--- src/rtl/alu_pkg.sv ---
// alu_pkg: shared widths and opcode encoding for the alu_regfile datapath
package alu_pkg;

    localparam int DATA_W   = 8;
    localparam int REG_AW   = 2;
    localparam int NUM_REGS = 4;

    // Opcodes 6..14 are decoded by the control FSM; the ALU outputs zero for them
    typedef enum logic [3:0] {
        OP_ADD  = 4'd0,
        OP_SUB  = 4'd1,
        OP_AND  = 4'd2,
        OP_OR   = 4'd3,
        OP_SLL  = 4'd4,
        OP_SRL  = 4'd5,
        OP_LDI  = 4'd6,
        OP_ADDI = 4'd7,
        OP_LD   = 4'd8,
        OP_ST   = 4'd9,
        OP_BNE  = 4'd10,
        OP_BEQ  = 4'd11,
        OP_J    = 4'd12,
        OP_HALT = 4'd13,
        OP_EXT  = 4'd14
    } opcode_e;

endpackage

--- src/rtl/alu_regfile_if.sv ---
// alu_regfile_if: control-to-datapath bus (register addresses, write port, opcode, results, flags)
interface alu_regfile_if;
    import alu_pkg::*;

    logic              reg_write;
    logic [REG_AW-1:0] rd_addr;
    logic [REG_AW-1:0] rs_addr;
    logic [DATA_W-1:0] write_data;
    logic [3:0]        opcode;
    logic [DATA_W-1:0] rd_data;
    logic [DATA_W-1:0] rs_data;
    logic [DATA_W-1:0] alu_result;
    logic              shift_flag_c;
    logic              carry_flag_c;
    logic              shift_flag;
    logic              carry_flag;

    modport master (
        output reg_write, rd_addr, rs_addr, write_data, opcode,
        input  rd_data, rs_data, alu_result, shift_flag_c, carry_flag_c, shift_flag, carry_flag
    );

    modport slave (
        input  reg_write, rd_addr, rs_addr, write_data, opcode,
        output rd_data, rs_data, alu_result, shift_flag_c, carry_flag_c, shift_flag, carry_flag
    );

endinterface

--- src/rtl/alu_regfile_regfile.sv ---
// alu_regfile_regfile: 4x8 register file, two combinational read ports, one sync write port;
// REGFILE_WRITE_BYPASS_EN forwards write data to a read port addressing the written register
module alu_regfile_regfile
    import alu_pkg::*;
(
    input  logic              clk,
    input  logic              reset,
    input  logic              we_i,
    input  logic [REG_AW-1:0] wa_i,
    input  logic [DATA_W-1:0] wd_i,
    input  logic [REG_AW-1:0] ra_i,
    input  logic [REG_AW-1:0] rb_i,
    output logic [DATA_W-1:0] ra_data_o,
    output logic [DATA_W-1:0] rb_data_o
);

    logic [DATA_W-1:0] regs_q [NUM_REGS];

    // Storage: reset clears every register and wins over a simultaneous write
    always_ff @(posedge clk) begin
        if (reset) begin
            for (int i = 0; i < NUM_REGS; i++) regs_q[i] <= '0;
        end else if (we_i) begin
            regs_q[wa_i] <= wd_i;
        end
    end

`ifdef REGFILE_WRITE_BYPASS_EN
    assign ra_data_o = (we_i && ra_i == wa_i) ? wd_i : regs_q[ra_i];
    assign rb_data_o = (we_i && rb_i == wa_i) ? wd_i : regs_q[rb_i];
`else
    assign ra_data_o = regs_q[ra_i];
    assign rb_data_o = regs_q[rb_i];
`endif

endmodule

--- src/rtl/alu_regfile.sv ---
// alu_regfile: register file plus 4-bit-opcode ALU with registered shift/carry flags
// (optional REGFILE_WRITE_BYPASS_EN enables same-cycle write forwarding in the register file)
module alu_regfile
    import alu_pkg::*;
(
    input  logic         clk,
    input  logic         reset,
    alu_regfile_if.slave bus
);

    logic [DATA_W-1:0] a, b;
    logic [DATA_W:0]   sum, diff, sll_w, srl_w;
    logic [2:0]        n;
    logic [DATA_W-1:0] result_d;
    logic              shift_d, carry_d;
    logic              shift_flag_q, carry_flag_q;

    alu_regfile_regfile u_regfile (
        .clk       (clk),
        .reset     (reset),
        .we_i      (bus.reg_write),
        .wa_i      (bus.rd_addr),
        .wd_i      (bus.write_data),
        .ra_i      (bus.rd_addr),
        .rb_i      (bus.rs_addr),
        .ra_data_o (a),
        .rb_data_o (b)
    );

    // Ninth bit of the widened shifts is the last bit shifted out (zero when n == 0)
    assign n     = b[2:0];
    assign sum   = {1'b0, a} + {1'b0, b};
    assign diff  = {1'b0, a} - {1'b0, b};
    assign sll_w = {1'b0, a} << n;
    assign srl_w = {a, 1'b0} >> n;

    // ALU result and combinational flags; unhandled opcodes give zero result and flags
    always_comb begin
        result_d = '0;
        shift_d  = 1'b0;
        carry_d  = 1'b0;
        case (bus.opcode)
            OP_ADD: begin result_d = sum[DATA_W-1:0];  carry_d = sum[DATA_W];  end
            OP_SUB: begin result_d = diff[DATA_W-1:0]; carry_d = diff[DATA_W]; end
            OP_AND: result_d = a & b;
            OP_OR:  result_d = a | b;
            OP_SLL: begin result_d = sll_w[DATA_W-1:0]; shift_d = sll_w[DATA_W]; end
            OP_SRL: begin result_d = srl_w[DATA_W:1];   shift_d = srl_w[0];      end
            default: ;
        endcase
    end

    // Flags capture the current operation every edge, independent of reg_write
    always_ff @(posedge clk) begin
        if (reset) begin
            shift_flag_q <= 1'b0;
            carry_flag_q <= 1'b0;
        end else begin
            shift_flag_q <= shift_d;
            carry_flag_q <= carry_d;
        end
    end

    assign bus.rd_data      = a;
    assign bus.rs_data      = b;
    assign bus.alu_result   = result_d;
    assign bus.shift_flag_c = shift_d;
    assign bus.carry_flag_c = carry_d;
    assign bus.shift_flag   = shift_flag_q;
    assign bus.carry_flag   = carry_flag_q;

endmodule

--- src/flat_wrapper.sv ---
// flat-port wrapper written by rule: the top's interface ports become plain ports
module alu_regfile_flat import alu_pkg::*;
  (clk, reset, bus_reg_write, bus_rd_addr, bus_rs_addr, bus_write_data, bus_opcode, bus_rd_data, bus_rs_data, bus_alu_result, bus_shift_flag_c, bus_carry_flag_c, bus_shift_flag, bus_carry_flag);
  alu_regfile_if bus_i ();
  input  logic clk;
  input  logic reset;
  input wire logic [$bits(bus_i.reg_write)-1:0] bus_reg_write;
  input wire logic [$bits(bus_i.rd_addr)-1:0] bus_rd_addr;
  input wire logic [$bits(bus_i.rs_addr)-1:0] bus_rs_addr;
  input wire logic [$bits(bus_i.write_data)-1:0] bus_write_data;
  input wire logic [$bits(bus_i.opcode)-1:0] bus_opcode;
  output wire logic [$bits(bus_i.rd_data)-1:0] bus_rd_data;
  output wire logic [$bits(bus_i.rs_data)-1:0] bus_rs_data;
  output wire logic [$bits(bus_i.alu_result)-1:0] bus_alu_result;
  output wire logic [$bits(bus_i.shift_flag_c)-1:0] bus_shift_flag_c;
  output wire logic [$bits(bus_i.carry_flag_c)-1:0] bus_carry_flag_c;
  output wire logic [$bits(bus_i.shift_flag)-1:0] bus_shift_flag;
  output wire logic [$bits(bus_i.carry_flag)-1:0] bus_carry_flag;
  assign bus_i.reg_write = bus_reg_write;
  assign bus_i.rd_addr = bus_rd_addr;
  assign bus_i.rs_addr = bus_rs_addr;
  assign bus_i.write_data = bus_write_data;
  assign bus_i.opcode = bus_opcode;
  assign bus_rd_data = bus_i.rd_data;
  assign bus_rs_data = bus_i.rs_data;
  assign bus_alu_result = bus_i.alu_result;
  assign bus_shift_flag_c = bus_i.shift_flag_c;
  assign bus_carry_flag_c = bus_i.carry_flag_c;
  assign bus_shift_flag = bus_i.shift_flag;
  assign bus_carry_flag = bus_i.carry_flag;
  alu_regfile u_core (.clk(clk), .reset(reset), .bus(bus_i));
endmodule
--- config.mk ---
export PLATFORM = sky130hd
export DESIGN_NAME = alu_regfile_flat
export DESIGN_NICKNAME = d
export VERILOG_FILES = /design/src/rtl/alu_pkg.sv /design/src/rtl/alu_regfile_if.sv /design/src/rtl/alu_regfile_regfile.sv /design/src/rtl/alu_regfile.sv /design/src/flat_wrapper.sv
export SDC_FILE = /design/constraint.sdc
export NUM_CORES = 1
export LEC_CHECK = 0
export ABC_AREA = 1
export BUFFER_PORTS_ARGS = -buffer_cell sky130_fd_sc_hd__buf_2
export CORE_UTILIZATION = 51
export DETAILED_ROUTE_END_ITERATION = 12
export HOLD_SLACK_MARGIN = 0.03
export PLACE_DENSITY = 0.69
export SLEW_MARGIN = 20
export SYNTH_ARGS = -nofsm -noshare
export SYNTH_HDL_FRONTEND = slang
export SYNTH_SLANG_ARGS = --single-unit
--- constraint.sdc ---
create_clock -name clk -period 4.52 [get_ports clk]
set_input_delay 0.904 -clock clk [delete_from_list [all_inputs] [get_ports clk]]
set_output_delay 0.904 -clock clk [all_outputs]
set_load 0.03 [all_outputs]
==> results of run 1 <==
==> state kept, by name, indices dropped and copies added (netlist names) <==
name / cells
u_core.bus.carry_flag: 1
u_core.bus.shift_flag: 1
u_core.u_regfile.regs_q: 32
==> worst max-delay path by stage <==
stage                        start           endpoint  slack, ns  cells after the start
floorplan           bus_rs_addr[0]  bus_alu_result[7]       0.12                     15
global placement    bus_rs_addr[0]  bus_alu_result[4]       0.27                     15
detailed placement  bus_rs_addr[0]  bus_alu_result[4]       0.22                     15
CTS                 bus_rs_addr[0]  bus_alu_result[4]       0.22                     15
global route        bus_rs_addr[0]   bus_carry_flag_c      0.009                     19
finish              bus_rs_addr[0]  bus_alu_result[4]       0.18                     15
==> cells in the mapped netlist <==
cell	number
nand2_1	136
inv_1	92
nand3_1	80
nor2_1	61
edfxtp_1	32
ha_1	26
a21oi_1	15
nand2_2	14
nand4_1	10
o22ai_1	8
buf_2	6
o211ai_1	6
a32oi_1	5
buf_6	5
inv_2	5
nor3_1	5
o21ai_0	5
nand2_4	3
nor2_2	3
buf_4	2
dfxtp_1	2
fa_1	2
nand3_2	2
nand3b_1	2
o21ai_1	2
o21bai_1	2
a21o_1	1
and2_4	1
clkbuf_1	1
clkinv_1	1
inv_6	1
nor2_4	1
nor3b_1	1
o31ai_1	1
or2_2	1
xor2_1	1
==> where the power goes <==
part           internal, mW  switching [mW]
Combinational         0.150           0.340
Clock                 0.106           0.104
Sequential            0.369          0.0125
Total                 0.625           0.457
==> stage by stage <==
stage	power, mW	hold slack, ns	setup slack [ns]	instance area [sq um]
after floorplan	0.747	0.910	0.122	3570
after global placement	0.865	1.09	0.274	3890
after detailed placement	0.872	1.12	0.216	3890
after CTS	1.08	0.899	0.220	3970
after global routing	1.15	0.880	0.00887	3970
final	1.08	0.872	0.181	3970
==> per-layer routing <==
| metal | global-route usage | vias to the layer above |
|---|---|---|
| met3 | 0.0241 | 17 |
| met5 | 0 | - |
| met4 | 0.0955 | 0 |
| met2 | 0.473 | 128 |
| li1 | - | 1841 |
| met1 | 0.345 | 1618 |
==> cells in the final DEF (no fill, tap or decap), types with 2 or more instances in the layout <==
master	instances
fa_1	2
a21oi_1	15
nand2_4	3
o21bai_1	2
buf_2	46
nand3b_1	2
o21ai_0	5
nor2_2	3
nand2_1	136
buf_4	10
nor3_1	5
dfxtp_1	2
edfxtp_1	32
nand3_2	2
nand2_2	14
inv_1	92
nand3_1	80
a32oi_1	5
clkinv_1	2
nor2_1	61
clkbuf_8	5
nand4_1	10
o22ai_1	8
o21ai_1	2
o211ai_1	6
ha_1	26
inv_2	5
==> area by class of cell <==
class | instances | area, sq um
clock buffers | 6 | 72.6
clock inverters | 2 | 8.76
fillers | 689 | 2820
inverters | 99 | 377
multi-input cells | 394 | 2090
flip-flops and latches | 34 | 1000
well taps | 96 | 120
repair buffers | 56 | 305
==> cells by family after synthesis <==
group           count (synthesis)  share of synthesized area
compound gates                 45                     0.0781
xor+xnor                        1                    0.00245
fa+ha+maj                      28                      0.102
buf+inv                       113                      0.135
flops                          34                      0.280
simple gates                  320                      0.402
==> metrics.cfg, run 1 <==
[sta]
worstMarginPinSlew_ns=0.705
max_freq_mhz=230
setup_violations=0
fin_crit_sh=0.960
fin_worst_skew_ns=0.00408
rsz0062_at_grt=no
min_period_ns=4.34
max_slew_margin=0.526
hold_violations=0
finalSetupTns_ns=0
final-max-slew-violation-count=0

[route]
drtAntennaViolNets=0
wl_met3_microns=448
highest_layer=met4
via_per_inst=5.25
wl_met2_mm=4.78
num_vias=3604
drt_iter0_drc=312
wl_per_cell_microns=14.0
wl_met1_mm=4.17
drt_wl_total_mm=9.65
drcViolationCount=0
dr.pass1.iters=5

[pwr]
leakage_nw=2.11
cellPowerDensity_nw_per_um2=272
ir_drop_uv=224

[job]
maxCapViolations=0

[clock_network]
root_buffer=clkbuf_8
cts_hold_buf=0
cts_buffers=5
postCtsSetupBuffers=0
cts_resized=0
cts_tree=built
clock-sinks=34
path_clk_slew_ns=0.07
htreeDepth=2
clock_latency_ns=0.28
clockBufferDepth=2

[worst_hold_path]
hp-class=in2reg
hold_end=u_core.bus.shift_flag$_SDFF_PP0_
worstHoldStart=reset
worstHoldPathCells=2

[floorplan]
rows=30
io_pins=47
die_area_sq_um=7340
core_sq_um=6790
die_h_microns=85.7
die-width_microns=85.7
start_util=0.526

[critical_path]
cp_max_fo=17
crit_buf_inv=4
required_ns=3.62
cpLargestDelayFamily=simple AND/OR/NAND/NOR gates
crit_type=in2out
worstPathArrival_ns=3.44
r2r-end=u_core.bus.carry_flag$_SDFF_PP0_
cpMostUsedCell=nand2_1
r2r_cells=16
r2r_start=u_core.u_regfile.regs_q[0][0]$_SDFFCE_PN0P_
worstSetupStartpointType=input pin
slowest_stage=fa_1
end_kind=primary output
crit_chain=buf_2, inv_2, nand2_1, nand2_1, nand2_1, nand2_4, ha_1, inv_1, fa_1, o21bai_1, xor2_1, nor2_1, nor2_1, nand3_1, buf_2
slowest_delay_ns=0.42
ff2ff_setup_slack_ns=2.17

[synth]
synthTopCellsByArea=edfxtp_1 27%, nand2_1 14%, nand3_1 11%
syn_inst=541
syn_area_per_cell_sq_um=6.60
yosys.area.top_type=edfxtp_1
yosys.area.top_type_share=0.269
netlist_area_sq_um=3570
synth-seq-area-share=0.280
synth_fp_nets=588
yosysWarnings=0
synth.distinct_cells=36
synth-seq-cells=34

[finish]
stdcell_count=687
fin_nets=637
fin_util=0.585
drive_gt1_frac=0.157
diodes=0
syn_to_final_growth_pct=11.2

[placed_design]
dp_cells=679
dp_hpwl_mm=7.73
io_buffers=46
place.gp.congestion=1.03

[grt]
grt_first_pass_wirelength_mm=15.4
grt_max_degree=20
grt_antenna_before_repair=0
grt_use_total=0.269
grt_pass1_vias=3198
overflow=0

[status]
status=finished, final reports clean

Power figures use the tool's default switching activity.
==> run 2: changes to the inputs <==
--- a/config.mk
+++ b/config.mk
@@ -7,10 +7,10 @@
 export LEC_CHECK = 0
 export ABC_AREA = 1
 export BUFFER_PORTS_ARGS = -buffer_cell sky130_fd_sc_hd__buf_2
-export CORE_UTILIZATION = 51
+export CORE_UTILIZATION = 60
 export DETAILED_ROUTE_END_ITERATION = 12
 export HOLD_SLACK_MARGIN = 0.03
-export PLACE_DENSITY = 0.69
+export PLACE_DENSITY = 0.79
 export SLEW_MARGIN = 20
 export SYNTH_ARGS = -nofsm -noshare
 export SYNTH_HDL_FRONTEND = slang
==> run 2 against run 1 <==
Hold slack improved by 0.012 ns. Sequential cell count did not move. First-iteration DRC count rose by 12%. Critical path depth rose by 1. Critical endpoint is now bus_alu_result[5].
==> metrics.cfg, run 2 (same netlist as run 1, synthesis figures left out) <==
[status]
status=finished, final reports clean

[clock_network]
clock-sinks=34  ; unchanged
root_buffer=clkbuf_8
path_clk_slew_ns=0.07  ; about the same
cts_buffers=5  ; unchanged
postCtsSetupBuffers=0  ; unchanged
clock_latency_ns=0.28  ; about the same
clockBufferDepth=2  ; unchanged
htreeDepth=2  ; unchanged
cts_tree=built

[route]
drt_wl_total_mm=9.79  ; +1.4%
num_vias=3717  ; +3.1%
drt_iter0_drc=349  ; +12%
via_per_inst=5.65  ; +7.7%
dr.pass1.iters=5  ; unchanged
drcViolationCount=0  ; unchanged
drtAntennaViolNets=0  ; unchanged
wl_per_cell_microns=14.9  ; +5.9%

[sta]
min_period_ns=4.29  ; -0.0449 ns
setup_violations=0  ; unchanged
worstMarginPinSlew_ns=0.637  ; -0.0680 ns
max_slew_margin=0.574  ; +0.0478
rsz0062_at_grt=no
fin_worst_skew_ns=0.00373  ; -0.000346 ns
hold_violations=0  ; unchanged
max_freq_mhz=233  ; +1.0%
final-max-slew-violation-count=0  ; unchanged
fin_crit_sh=0.950  ; -0.00994
finalSetupTns_ns=0  ; unchanged

[critical_path]
worstSetupStartpointType=input pin
required_ns=3.62  ; about the same
cp_max_fo=21  ; +4
cpLargestDelayFamily=buffers and inverters
crit_chain=clkbuf_4, inv_4, nand2_1, a32oi_1, inv_1, ha_1, nand2_1, inv_1, nand3_1, nand3_1, nand2_1, nand3_1, nand2_1, inv_1, nand4_1, buf_2
end_kind=primary output
worstPathArrival_ns=3.39  ; -0.05 ns
ff2ff_setup_slack_ns=2.17  ; about the same
slowest_stage=ha_1
cpMostUsedCell=nand2_1
crit_buf_inv=6  ; +2
crit_type=in2out
slowest_delay_ns=0.48  ; +0.06 ns

[finish]
largest_register_ffs=32  ; unchanged
final_cell_mix=136 x nand2_1, 92 x inv_1, 80 x nand3_1
diodes=0  ; unchanged
drive_gt1_frac=0.154  ; -0.00378
layout_commonest_cell=nand2_1
regMostFlops=u_core.u_regfile.regs_q
stdcell_count=658  ; -4.2%
multi_input_area_sq_um=2100  ; +0.30%
nFillCells=518  ; -25%
fin_nets=632  ; -0.78%
seqCellArea_sq_um=1000  ; unchanged
syn_to_final_growth_pct=9.74

[pwr]
cellPowerDensity_nw_per_um2=276  ; +1.3%
ir_drop_uv=313  ; +40%
leakage_nw=2.09  ; -1.1%

[placed_design]
io_buffers=46  ; unchanged
place.gp.congestion=0.954  ; -7.0%
dp_cells=650  ; -4.3%
dp_hpwl_mm=7.70  ; -0.38%

[floorplan]
rows=27  ; -10%
die_h_microns=79.2  ; -7.6%
core_sq_um=5610  ; -17%
start_util=0.637  ; +0.111
die-width_microns=79.2  ; -7.6%
die_area_sq_um=6270  ; -15%
io_pins=47  ; unchanged

[worst_hold_path]
hp-class=in2reg

[grt]
grt_max_degree=23  ; +15%
overflow=0  ; unchanged
grt_first_pass_wirelength_mm=15.6  ; +1.2%
grt_use_total=0.324  ; +0.0553
grt_antenna_before_repair=0  ; unchanged
grt_pass1_vias=3356  ; +4.9%

[job]
maxCapViolations=0  ; unchanged

[run 2: area by class of cell]
| class | instances | share of cell area |
|---|---|---|
| well taps | 72 | 0.0230 |
| clock buffers | 6 | 0.0185 |
| multi-input cells | 394 | 0.535 |
| inverters | 99 | 0.0967 |
| flip-flops and latches | 34 | 0.255 |
| clock inverters | 2 | 0.00223 |
| repair buffers | 51 | 0.0696 |
[run 2: power breakdown]
part,leakage (nW),internal (mW),switching [mW]
Sequential,0.327,0.369,0.0125
Clock,0.0426,0.106,0.103
Combinational,1.72,0.147,0.343
Total,2.09,0.622,0.459
[run 2: final timing paths]
check,from,to,cells after the start
min,reset,u_core.bus.shift_flag$_SDFF_PP0_,2
max reg2reg,u_core.u_regfile.regs_q[0][3]$_SDFFCE_PN0P_,u_core.bus.carry_flag$_SDFF_PP0_,16
min reg2reg,u_core.u_regfile.regs_q[0][4]$_SDFFCE_PN0P_,u_core.bus.shift_flag$_SDFF_PP0_,10
max,bus_rs_addr[0],bus_alu_result[5],16
[run 2: routing by layer]
layer	routed length (microns)	global-route usage	part of all wire
met3	608	0.0276	0.062
met5	0	0	0
met1	3900	0.384	0.40
met2	4930	0.593	0.50
met4	353	0.140	0.036
[run 2: stage by stage]
step	setup WS (ns)	total power [mW]	util	hold WS, ns	area (sq um)
after floorplan	0.122	0.747	-	0.910	3570
after global placement	0.127	0.858	0.682	1.10	3820
after detailed placement	0.105	0.866	0.682	1.12	3820
after CTS	0.101	1.07	0.697	0.887	3910
after global routing	0.0559	1.15	0.699	0.905	3920
final	0.225	1.08	0.699	0.883	3920
[run 2: timing repair]
item / in CTS / in global routing
gates resized for setup: 0 / 5
endpoints found under the hold margin: 0 / 0
endpoints found under the setup margin: 0 / 2
hold buffers: 0 / 0
